--- config.mk ---
export PLATFORM = sky130hd
export DESIGN_NAME = xbus_master_flat
export DESIGN_NICKNAME = d
export VERILOG_FILES = /design/src/rtl/xbus_pkg.sv /design/src/rtl/xbus_master_if.sv /design/src/rtl/xbus_req_fifo.sv /design/src/rtl/xbus_master.sv /design/src/flat_wrapper.sv
export SDC_FILE = /design/constraint.sdc
export NUM_CORES = 1
export LEC_CHECK = 0
export ABC_AREA = 1
export BUFFER_PORTS_ARGS = -buffer_cell sky130_fd_sc_hd__buf_2
export CORE_ASPECT_RATIO = 0.8
export CORE_UTILIZATION = 40
export DETAILED_ROUTE_END_ITERATION = 10
export PLACE_DENSITY_LB_ADDON = 0.25
export SKIP_LAST_GASP = 1
export SYNTH_ARGS = -nofsm -noshare
export SYNTH_HDL_FRONTEND = slang
export SYNTH_SLANG_ARGS = --single-unit
--- constraint.sdc ---
create_clock -name clk -period 5.48 [get_ports clk]
set_clock_uncertainty 0.15 [all_clocks]
set_input_delay 0.548 -clock clk [delete_from_list [all_inputs] [get_ports clk]]
set_output_delay 0.548 -clock clk [all_outputs]
set_load 0.1 [all_outputs]
--- src/rtl/xbus_pkg.sv ---
// Shared XBUS definitions: FSM states, size encodings, request record and the
// big-endian lane helpers used by both master and slave-side blocks.
package xbus_pkg;

    typedef enum logic [1:0] {
        ST_IDLE,
        ST_ISSUE,
        ST_WAIT,
        ST_RESP
    } xbus_state_e;

    localparam logic [1:0] SZ_BYTE = 2'd0;
    localparam logic [1:0] SZ_HALF = 2'd1;
    localparam logic [1:0] SZ_WORD = 2'd2;
    localparam logic [1:0] SZ_RSVD = 2'd3;

    typedef struct packed {
        logic [31:0] addr;
        logic [31:0] wdata;
        logic        we;
        logic [1:0]  size;
    } xbus_req_t;

    localparam int unsigned XBUS_REQ_W = $bits(xbus_req_t);

    function automatic logic xbus_legal(input logic [1:0] size, input logic [1:0] off);
        logic ok;
        case (size)
            SZ_BYTE: ok = 1'b1;
            SZ_HALF: ok = ~off[0];
            SZ_WORD: ok = (off == 2'b00);
            default: ok = 1'b0;
        endcase
        return ok;
    endfunction

    // Lane 3 (be[3], data[31:24]) holds the lowest byte address.
    function automatic logic [3:0] xbus_be(input logic [1:0] size, input logic [1:0] off);
        logic [3:0] be;
        case (size)
            SZ_BYTE: be = 4'b1000 >> off;
            SZ_HALF: be = off[1] ? 4'b0011 : 4'b1100;
            SZ_WORD: be = 4'b1111;
            default: be = 4'b0000;
        endcase
        return be;
    endfunction

    function automatic logic [31:0] xbus_replicate(input logic [1:0] size, input logic [31:0] data);
        logic [31:0] rep;
        case (size)
            SZ_BYTE: rep = {4{data[7:0]}};
            SZ_HALF: rep = {2{data[15:0]}};
            default: rep = data;
        endcase
        return rep;
    endfunction

    function automatic logic [31:0] xbus_extract(input logic [1:0] size, input logic [1:0] off,
                                                 input logic [31:0] data);
        logic [31:0] shifted;
        logic [31:0] res;
        shifted = data >> {~off, 3'b000};
        case (size)
            SZ_BYTE: res = {24'h000000, shifted[7:0]};
            SZ_HALF: res = off[1] ? {16'h0000, data[15:0]} : {16'h0000, data[31:16]};
            SZ_WORD: res = data;
            default: res = '0;
        endcase
        return res;
    endfunction

endpackage

--- src/rtl/xbus_master_if.sv ---
// Request/response handshake plus XBUS strobe and slave completion signals.
interface xbus_master_if;

    logic        req_valid;
    logic        req_ready;
    logic [31:0] req_addr;
    logic [31:0] req_wdata;
    logic        req_we;
    logic [1:0]  req_size;

    logic        rsp_valid;
    logic        rsp_ready;
    logic [31:0] rsp_rdata;
    logic        rsp_err;

    logic        xbs_select;
    logic [31:0] xbs_addr;
    logic [31:0] xbs_data;
    logic        xbs_rnw;
    logic [3:0]  xbs_be;

    logic        sl_ack;
    logic [31:0] sl_data;

    modport master (
        input  req_valid, req_addr, req_wdata, req_we, req_size,
        output req_ready,
        output rsp_valid, rsp_rdata, rsp_err,
        input  rsp_ready,
        output xbs_select, xbs_addr, xbs_data, xbs_rnw, xbs_be,
        input  sl_ack, sl_data
    );

    modport slave (
        output req_valid, req_addr, req_wdata, req_we, req_size,
        input  req_ready,
        input  rsp_valid, rsp_rdata, rsp_err,
        output rsp_ready,
        input  xbs_select, xbs_addr, xbs_data, xbs_rnw, xbs_be,
        output sl_ack, sl_data
    );

endinterface

--- src/rtl/xbus_req_fifo.sv ---
// Request buffer: DEPTH-entry synchronous FIFO; a pop frees room for a
// same-cycle push even when full.
module xbus_req_fifo #(
    parameter int unsigned WIDTH = 67,
    parameter int unsigned DEPTH = 2
) (
    input  logic             clk,
    input  logic             rst,
    input  logic             push,
    input  logic [WIDTH-1:0] din,
    input  logic             pop,
    output logic [WIDTH-1:0] dout,
    output logic             full,
    output logic             empty
);

    localparam int unsigned AW = $clog2(DEPTH);
    localparam int unsigned PW = AW + 1;

    logic [PW-1:0]    wr_ptr_q, wr_ptr_d;
    logic [PW-1:0]    rd_ptr_q, rd_ptr_d;
    logic [WIDTH-1:0] mem_q [DEPTH];
    logic             do_push;
    logic             do_pop;

    // Pointers carry one wrap bit so full and empty are distinguishable.
    assign empty   = (wr_ptr_q == rd_ptr_q);
    assign full    = (wr_ptr_q[AW] != rd_ptr_q[AW]) && (wr_ptr_q[AW-1:0] == rd_ptr_q[AW-1:0]);
    assign do_pop  = pop && !empty;
    assign do_push = push && (!full || do_pop);
    assign dout    = mem_q[rd_ptr_q[AW-1:0]];

    always_comb begin
        wr_ptr_d = wr_ptr_q;
        rd_ptr_d = rd_ptr_q;
        if (do_push) wr_ptr_d = wr_ptr_q + PW'(1);
        if (do_pop)  rd_ptr_d = rd_ptr_q + PW'(1);
    end

    always_ff @(posedge clk or posedge rst) begin
        if (rst) begin
            wr_ptr_q <= '0;
            rd_ptr_q <= '0;
        end else begin
            wr_ptr_q <= wr_ptr_d;
            rd_ptr_q <= rd_ptr_d;
        end
    end

    always_ff @(posedge clk) begin
        if (do_push) mem_q[wr_ptr_q[AW-1:0]] <= din;
    end

endmodule

--- src/rtl/xbus_master.sv ---
// XBUS master: buffers load/store requests and runs each as a one-cycle
// XBUS strobe, returning exactly one response per request.
module xbus_master
    import xbus_pkg::*;
#(
    parameter int unsigned TIMEOUT    = 64,
    parameter int unsigned FIFO_DEPTH = 2
) (
    input  logic          clk,
    input  logic          rst,
    xbus_master_if.master bus
);

    localparam int unsigned   CW        = $clog2(TIMEOUT + 1);
    localparam logic [CW-1:0] LAST_WAIT = CW'(TIMEOUT - 1);

    xbus_state_e state_q, state_d;
    logic [CW-1:0] cnt_q, cnt_d;
    logic [31:0]   xbs_addr_q, xbs_addr_d;
    logic [31:0]   xbs_data_q, xbs_data_d;
    logic          xbs_rnw_q, xbs_rnw_d;
    logic [3:0]    xbs_be_q, xbs_be_d;
    logic [1:0]    size_q, size_d;
    logic [1:0]    off_q, off_d;
    logic          rsp_err_q, rsp_err_d;
    logic [31:0]   rsp_rdata_q, rsp_rdata_d;

    xbus_req_t fifo_din;
    xbus_req_t fifo_dout;
    logic      fifo_push;
    logic      fifo_pop;
    logic      fifo_full;
    logic      fifo_empty;
    logic      head_legal;

    always_comb begin
        fifo_din.addr  = bus.req_addr;
        fifo_din.wdata = bus.req_wdata;
        fifo_din.we    = bus.req_we;
        fifo_din.size  = bus.req_size;
    end

    assign bus.req_ready = ~fifo_full & ~rst;
    assign fifo_push     = bus.req_valid & bus.req_ready;
    assign head_legal    = xbus_legal(fifo_dout.size, fifo_dout.addr[1:0]);

    xbus_req_fifo #(
        .WIDTH(XBUS_REQ_W),
        .DEPTH(FIFO_DEPTH)
    ) u_req_fifo (
        .clk  (clk),
        .rst  (rst),
        .push (fifo_push),
        .din  (fifo_din),
        .pop  (fifo_pop),
        .dout (fifo_dout),
        .full (fifo_full),
        .empty(fifo_empty)
    );

    always_ff @(posedge clk or posedge rst) begin
        if (rst) begin
            state_q     <= ST_IDLE;
            cnt_q       <= '0;
            xbs_addr_q  <= '0;
            xbs_data_q  <= '0;
            xbs_rnw_q   <= 1'b1;
            xbs_be_q    <= '0;
            size_q      <= SZ_BYTE;
            off_q       <= '0;
            rsp_err_q   <= 1'b0;
            rsp_rdata_q <= '0;
        end else begin
            state_q     <= state_d;
            cnt_q       <= cnt_d;
            xbs_addr_q  <= xbs_addr_d;
            xbs_data_q  <= xbs_data_d;
            xbs_rnw_q   <= xbs_rnw_d;
            xbs_be_q    <= xbs_be_d;
            size_q      <= size_d;
            off_q       <= off_d;
            rsp_err_q   <= rsp_err_d;
            rsp_rdata_q <= rsp_rdata_d;
        end
    end

    // An ack in the final WAIT cycle wins over the timeout.
    always_comb begin
        state_d = state_q;
        unique case (state_q)
            ST_IDLE:  if (!fifo_empty) state_d = head_legal ? ST_ISSUE : ST_RESP;
            ST_ISSUE: state_d = ST_WAIT;
            ST_WAIT:  if (bus.sl_ack || (cnt_q == LAST_WAIT)) state_d = ST_RESP;
            ST_RESP:  if (bus.rsp_ready) state_d = ST_IDLE;
            default:  state_d = ST_IDLE;
        endcase
    end

    always_comb begin
        fifo_pop    = 1'b0;
        cnt_d       = cnt_q;
        xbs_addr_d  = xbs_addr_q;
        xbs_data_d  = xbs_data_q;
        xbs_rnw_d   = xbs_rnw_q;
        xbs_be_d    = xbs_be_q;
        size_d      = size_q;
        off_d       = off_q;
        rsp_err_d   = rsp_err_q;
        rsp_rdata_d = rsp_rdata_q;
        unique case (state_q)
            ST_IDLE: begin
                if (!fifo_empty) begin
                    fifo_pop = 1'b1;
                    if (head_legal) begin
                        xbs_addr_d = {2'b00, fifo_dout.addr[31:2]};
                        xbs_data_d = xbus_replicate(fifo_dout.size, fifo_dout.wdata);
                        xbs_rnw_d  = ~fifo_dout.we;
                        xbs_be_d   = xbus_be(fifo_dout.size, fifo_dout.addr[1:0]);
                        size_d     = fifo_dout.size;
                        off_d      = fifo_dout.addr[1:0];
                    end else begin
                        rsp_err_d   = 1'b1;
                        rsp_rdata_d = '0;
                    end
                end
            end
            ST_ISSUE: cnt_d = '0;
            ST_WAIT: begin
                if (bus.sl_ack) begin
                    rsp_err_d   = 1'b0;
                    rsp_rdata_d = xbs_rnw_q ? xbus_extract(size_q, off_q, bus.sl_data) : '0;
                end else if (cnt_q == LAST_WAIT) begin
                    rsp_err_d   = 1'b1;
                    rsp_rdata_d = '0;
                end else begin
                    cnt_d = cnt_q + CW'(1);
                end
            end
            ST_RESP: begin
            end
            default: begin
            end
        endcase
    end

    assign bus.xbs_select = (state_q == ST_ISSUE);
    assign bus.xbs_addr   = xbs_addr_q;
    assign bus.xbs_data   = xbs_data_q;
    assign bus.xbs_rnw    = xbs_rnw_q;
    assign bus.xbs_be     = xbs_be_q;
    assign bus.rsp_valid  = (state_q == ST_RESP);
    assign bus.rsp_err    = rsp_err_q;
    assign bus.rsp_rdata  = rsp_rdata_q;

endmodule

--- src/flat_wrapper.sv ---
// flat-port wrapper written by rule: the top's interface ports become plain ports
module xbus_master_flat import xbus_pkg::*;
#(
    parameter int unsigned TIMEOUT    = 64,
    parameter int unsigned FIFO_DEPTH = 2
)
  (clk, rst, bus_req_valid, bus_req_addr, bus_req_wdata, bus_req_we, bus_req_size, bus_req_ready, bus_rsp_valid, bus_rsp_rdata, bus_rsp_err, bus_rsp_ready, bus_xbs_select, bus_xbs_addr, bus_xbs_data, bus_xbs_rnw, bus_xbs_be, bus_sl_ack, bus_sl_data);
  xbus_master_if bus_i ();
  input  logic clk;
  input  logic rst;
  input wire logic [$bits(bus_i.req_valid)-1:0] bus_req_valid;
  input wire logic [$bits(bus_i.req_addr)-1:0] bus_req_addr;
  input wire logic [$bits(bus_i.req_wdata)-1:0] bus_req_wdata;
  input wire logic [$bits(bus_i.req_we)-1:0] bus_req_we;
  input wire logic [$bits(bus_i.req_size)-1:0] bus_req_size;
  output wire logic [$bits(bus_i.req_ready)-1:0] bus_req_ready;
  output wire logic [$bits(bus_i.rsp_valid)-1:0] bus_rsp_valid;
  output wire logic [$bits(bus_i.rsp_rdata)-1:0] bus_rsp_rdata;
  output wire logic [$bits(bus_i.rsp_err)-1:0] bus_rsp_err;
  input wire logic [$bits(bus_i.rsp_ready)-1:0] bus_rsp_ready;
  output wire logic [$bits(bus_i.xbs_select)-1:0] bus_xbs_select;
  output wire logic [$bits(bus_i.xbs_addr)-1:0] bus_xbs_addr;
  output wire logic [$bits(bus_i.xbs_data)-1:0] bus_xbs_data;
  output wire logic [$bits(bus_i.xbs_rnw)-1:0] bus_xbs_rnw;
  output wire logic [$bits(bus_i.xbs_be)-1:0] bus_xbs_be;
  input wire logic [$bits(bus_i.sl_ack)-1:0] bus_sl_ack;
  input wire logic [$bits(bus_i.sl_data)-1:0] bus_sl_data;
  assign bus_i.req_valid = bus_req_valid;
  assign bus_i.req_addr = bus_req_addr;
  assign bus_i.req_wdata = bus_req_wdata;
  assign bus_i.req_we = bus_req_we;
  assign bus_i.req_size = bus_req_size;
  assign bus_req_ready = bus_i.req_ready;
  assign bus_rsp_valid = bus_i.rsp_valid;
  assign bus_rsp_rdata = bus_i.rsp_rdata;
  assign bus_rsp_err = bus_i.rsp_err;
  assign bus_i.rsp_ready = bus_rsp_ready;
  assign bus_xbs_select = bus_i.xbs_select;
  assign bus_xbs_addr = bus_i.xbs_addr;
  assign bus_xbs_data = bus_i.xbs_data;
  assign bus_xbs_rnw = bus_i.xbs_rnw;
  assign bus_xbs_be = bus_i.xbs_be;
  assign bus_i.sl_ack = bus_sl_ack;
  assign bus_i.sl_data = bus_sl_data;
  xbus_master #(.TIMEOUT(TIMEOUT), .FIFO_DEPTH(FIFO_DEPTH)) u_core (.clk(clk), .rst(rst), .bus(bus_i));
endmodule
Yosys cells after proc, flatten, opt, wreduce, memory -nomap -nowiden. Memories as Yosys holds them, arrays and structs flattened. Cells that the tools add are included. Widths: inputs -> output; s select.

Reduce and logical (&&, ||, !) cells: 17. Shifts and indexed selects: 2. $add $sub $neg: 3. Bitwise logic cells: 8. Mux-type cells: 29. Equality and inequality tests: 18.

Operators by type and width (count): $mux 32 (5); $pmux 32 s2 (2); $pmux 32 s3 (1); $shr 32x5->8 (1); $mux 16 (1); $mux 7 (2); $pmux 7 s2 (1); $pmux 4 s3 (1); $reduce_and 3->1 (3); $eq 2x2->1 const B (4); $logic_not 2->1 (4); $mux 1 (8); $mux 2 (4); $ne 2x2->1 const B (4); $pmux 2 s4 (1); $add 7x1->7 const B (1); $eq 7x6->1 const B (1); $eq 2x1->1 const B (3); $not 1->1 (5); $add 2x1->2 const B (2); $mux 4 (1); $ne 2x1->1 const B (2); $reduce_and 4->1 (1); $reduce_bool 2->1 (2); other kinds (12) (17).

Logic and storage cells: 90. Memories kept: 1. Output and inout bits: 105. Bits in writable memories: 134. Flip-flop bits (word level): 117.

Memories: u_core.u_req_fifo.mem_q (depth 2, width 67, rd ports 1, clocked after Yosys merged registers in 0, wr ports 1, line xbus_req_fifo.sv:22) `logic [WIDTH-1:0] mem_q [DEPTH];`.

Longest topological paths before layout.
Depth after elaboration: 8. Gate-level depth with buffers: 12. Gate-level depth less buffers: 10.

Modules after synthesis. From an unflattened synthesis, not the netlist that was laid out.

Cells, all modules: 1145. Area, all modules: 10771.6 um^2.

Modules (own cells, without submodules): xbus_master (cells an instance 756, sequential area each 2829.0 um^2, times used 1, area an instance 5625.4 um^2); xbus_req_fifo (cells an instance 389, sequential area each 4124.0 um^2, times used 1, area an instance 5146.2 um^2).

Least setup slack after synthesis. Ideal clock, no wire load.

Kind: input port to flip-flop. Start: input port rst. End: memory u_core.u_req_fifo.mem_q[1][0], enable pin. Stages on the path: 3. Path slack: -1619 ps. Required time: 4835 ps. Path buffers: 0. Arrival: 6454 ps. Cell sequence: inv_1 -> nand3_1 -> nor2_1.

Cells in the longest elaborated chain, start to end: 6.

RTL lines: start: declaration (line flat_wrapper.sv:10) `input logic rst;`; $not 1->1 (line xbus_master.sv:43) `assign bus.req_ready = ~fifo_full & ~rst;`; $and 1x1->1 (line xbus_master.sv:43); $and 1x1->1 (line xbus_master.sv:44) `assign fifo_push = bus.req_valid & bus.req_ready;`; $logic_and 1x1->1 (line xbus_req_fifo.sv:30) `assign do_push = push && (!full || do_pop);`; $mux 1 (line xbus_req_fifo.sv:51) `if (do_push) mem_q[wr_ptr_q[AW-1:0]] <= din;`; $mux 1 (not written as such) (line xbus_req_fifo.sv:51); end: declaration (line xbus_req_fifo.sv:22).

No other way between the ends.

Final worst setup path.
Start: register u_core.u_req_fifo.rd_ptr_q[0]. End: register u_core.xbs_data_q[5] (netlist: u_core.bus.xbs_data[5]).

Cells in the longest elaborated chain, start to end: 4.

RTL lines: start: declaration (line xbus_req_fifo.sv:21) `logic [PW-1:0] rd_ptr_q, rd_ptr_d;`; start signal: assignment (line xbus_req_fifo.sv:46) `rd_ptr_q <= rd_ptr_d;`; $mem_v2 2x67; $eq 2x2->1 (tied with other cells) (line xbus_pkg.sv:28) `case (size)`; $pmux 1 s3 (line xbus_pkg.sv:28); $reduce_and 3->1 (no line); end signal: assignment (line xbus_master.sv:77) `xbs_data_q <= xbs_data_d;`; end: declaration (line xbus_master.sv:20) `logic [31:0] xbs_data_q, xbs_data_d;`.

Parallel ways exist; a longest one is shown, timed or not. A chain may end at the register's enable or synchronous reset.

==> results_dict.tcl <==
set metrics [dict create \
    postSynthAreaPerCell_sq_um 9.94 \
    first_pass_iters 5 \
    fin_crit_sh_pct 64.7 \
    drtIter0Drc 498 \
    max_freq_mhz 282 \
    slowest_stage "buf_4" \
    rows 53 \
    path_max_fanout 70 \
    vias_per_cell 4.70 \
    yosys_warnings 0 \
    cpMostUsedCell "nand2_1" \
    timing.rr.end "u_core.bus.xbs_data[5]" \
    layout.cells.non_filler 1655 \
    cts_hold_repair.buffers 0 \
    finalHoldViolations 0 \
    cpLargestDelayFamily "simple AND/OR/NAND/NOR gates" \
    gp_congestion 0.834 \
    maxCapViolCount 0 \
    design_area_sq_um 12800 \
    timing.critical_path.cells "buf_4 > nand2_1 > nand2_1 > nand2_2 > nand2_2 > nand2_4 > buf_4 > nand2_1 > o21ai_1" \
    post_cts_buffers 0 \
    dp_hpwl_um 16200 \
    die_w_um 185 \
    min_path_type "in2reg" \
    ctsResizeCount 0 \
    irDropWorstVdd_mv 0.542 \
    grt_overflow_total 0 \
    routed_wl_um 25100 \
    yosysUniqueCellTypes 33 \
    r2r-start "u_core.u_req_fifo.rd_ptr_q[0]" \
    setup_tns_ns 0 \
    power_mw 8.46 \
    maxSlewViolCount 0 \
    pin_count 209 \
    drive_gt1_share_pct 21.6 \
    nNetsFinal 1385 \
    cts.clk_slew.worst_paths_ns 0.06 \
    regToRegSetupSlack_ns 1.94 \
    reg2reg_depth 9 \
    ant_nets 0 \
    yosysSeqAreaShare_pct 64.9 \
    grt_max_degree 71 \
    placed_area_sq_um 12000 \
    crit_start "u_core.u_req_fifo.rd_ptr_q[0]" \
    cts_tree "built" \
    async_reset_ff_share_pct 46.6 \
    cp.required_ns 5.72 \
    min-delay-start "bus_req_addr[16]" \
    power_density_nw_per_um2 659 \
    dp_cells 1604 \
    grt_usage_pct 18.3 \
    status "completed" \
    holdWs_ns 0.0312 \
    cts.sink_count 251 \
    syn_to_final_growth_pct 19.9 \
    cts_htree_levels 1 \
    synth-edff-count 134 \
    syn-instance-count 1077 \
    setup_viol 0 \
    crit_cells 9 \
    worstSkewPairLatency_ns 0.55 \
    synth_top_area_cell "edfxtp_1" \
    min_period_ns 3.54 \
    wl_per_cell_um 15.1 \
    start_kind "register" \
    die_y_um 148 \
    detail_route.drc_violations 0 \
    io_buffers 206 \
    post-synth-top-area-fraction_pct 37.6 \
    grt_pass1_vias 7417 \
    crit_arrival_ns 3.79 \
    vias 7772 \
    rsz0062_at_grt "no" \
    slew_headroom_pct 18.8 \
    start_util_pct 40.8 \
    root_buffer "clkbuf_16" \
    cts_inserted_buffers 26 \
    die-area_sq_um 27400 \
    ys.flop_type "edfxtp_1" \
    critPathBufInv 2 \
    syn-cell-area_sq_um 10700 \
    synth.area.top_cells "edfxtp_1, dfrtp_1, nand2_1, mux2i_1, nand3_1" \
    cp-end-kind "register" \
    clockBufferDepth 3 \
    antenna_found_initial 6 \
    fp.coreArea_sq_um 26300 \
    ys_ff_latch 251 \
    tightest_slew_ns 1.22 \
    crit_type "reg2reg" \
    cp-endpoint "u_core.bus.xbs_data[5]" \
    p_leak_nw 6.42 \
    grt_pass1_wl_um 39100 \
    crit_path_max_incr_delay_ns 0.68 \
]
routing by layer:
layer / wire (um) / track usage (%) / part of all wire (%) / vias up
met5: 49 / 0 / 0.20 / -
li1: - / - / - / 3898
met3: 1930 / 5.04 / 7.7 / 37
met1: 11200 / 24.6 / 45 / 3614
met4: 389 / 3.43 / 1.6 / 8
met2: 11500 / 30.0 / 46 / 215
through the flow:
step | worst slack, ns | utilization [%]
floorplan | 0.877 | -
global placement | 1.95 | 45.6
detailed placement | 1.89 | 45.6
CTS | 1.90 | 48.9
global route | 1.56 | 48.9
finish | 1.94 | 48.9
report_power, final:
part           switching [mW]  leakage (nW)  total (mW)  internal, mW
Clock                   0.730         0.415        1.74          1.01
Combinational            3.26          3.26        3.99         0.725
Sequential              0.276          2.75        2.73          2.46
final cells by class:
type	instances	area (sq um)
diodes	3	7.51
clock buffers	35	704
clock inverters	13	148
fillers	2475	13400
inverters	76	289
multi-input cells	707	3200
flip-flops and latches	251	6960
well taps	357	447
repair buffers	213	1080
layout by cell type, fill, tap and decap left out, drive strengths merged:
master	Yosys	routed
clkinv	1	9
buf	33	213
or2	1	1
a21oi	13	13
ha	6	6
clkinvlp	0	2
inv	75	76
nand4	2	2
nor2	38	38
o2111ai	1	1
dfrtp	116	116
conb	1	2
nand2	472	472
xor2	4	4
and2	1	1
mux2i	30	30
dfstp	1	1
diode	0	3
clkbuf	11	35
nand3	58	58
o21ai	76	76
bufinv	0	2
edfxtp	134	134
nor3	3	3
kinds of logic after synthesis:
group / Yosys count / share of synthesized area (%)
simple gates: 575 / 21.6
xor+xnor: 4 / 0.327
buf+inv: 120 / 5.29
fa+ha+maj: 6 / 0.701
compound gates: 90 / 4.28
flops: 251 / 64.9
other cells: 1 / 0.0350
mux: 30 / 2.81
worst reg2reg max path, stage by stage, from the launching register on:
cell     delay (ns)
dfrtp_4        0.65
buf_4          0.69
nand2_1        0.14
nand2_1        0.43
nand2_2        0.13
nand2_2        0.11
nand2_4        0.41
buf_4          0.52
nand2_1        0.13
o21ai_1        0.07
worst min path at each step:
stage                                                 to  slack [ns]  depth (start not counted)
after floorplan                       u_core.bus.xbs_rnw        0.31                          3
after global placement          u_core.bus.rsp_rdata[24]        0.30                          2
after detailed placement        u_core.bus.rsp_rdata[17]        0.30                          2
after CTS                 u_core.u_req_fifo.mem_q[1][10]       0.002                          1
after global routing       u_core.u_req_fifo.mem_q[1][6]       0.007                          1
final                     u_core.u_req_fifo.mem_q[1][51]        0.03                          1
Yosys cell counts, types with 2 or more instances:
cell type  count
mux2i_1       30
nand3_2        3
clkbuf_1      11
a21oi_1       13
nand2_1      465
dfrtp_1      116
o21ai_0       25
nand2_4        2
inv_1         68
o21ai_1       50
nand4_1        2
buf_6          8
inv_2          7
edfxtp_1     134
nand3_1       55
buf_2         15
buf_4         10
nand2_2        5
xor2_1         4
ha_1           6
nor2_1        36
registers in the layout (all words and copies together) (netlist names), 2 cells and up:
name                        cells
u_core.u_req_fifo.mem_q       134
u_core.bus.rsp_rdata           32
u_core.bus.xbs_data            32
u_core.bus.xbs_addr            30
u_core.cnt_q                    7
u_core.bus.xbs_be               4
u_core.off_q                    2
u_core.size_q                   2
u_core.state_q                  2
u_core.u_req_fifo.rd_ptr_q      2
u_core.u_req_fifo.wr_ptr_q      2
Note: power is estimated with default switching activity, not from simulation.
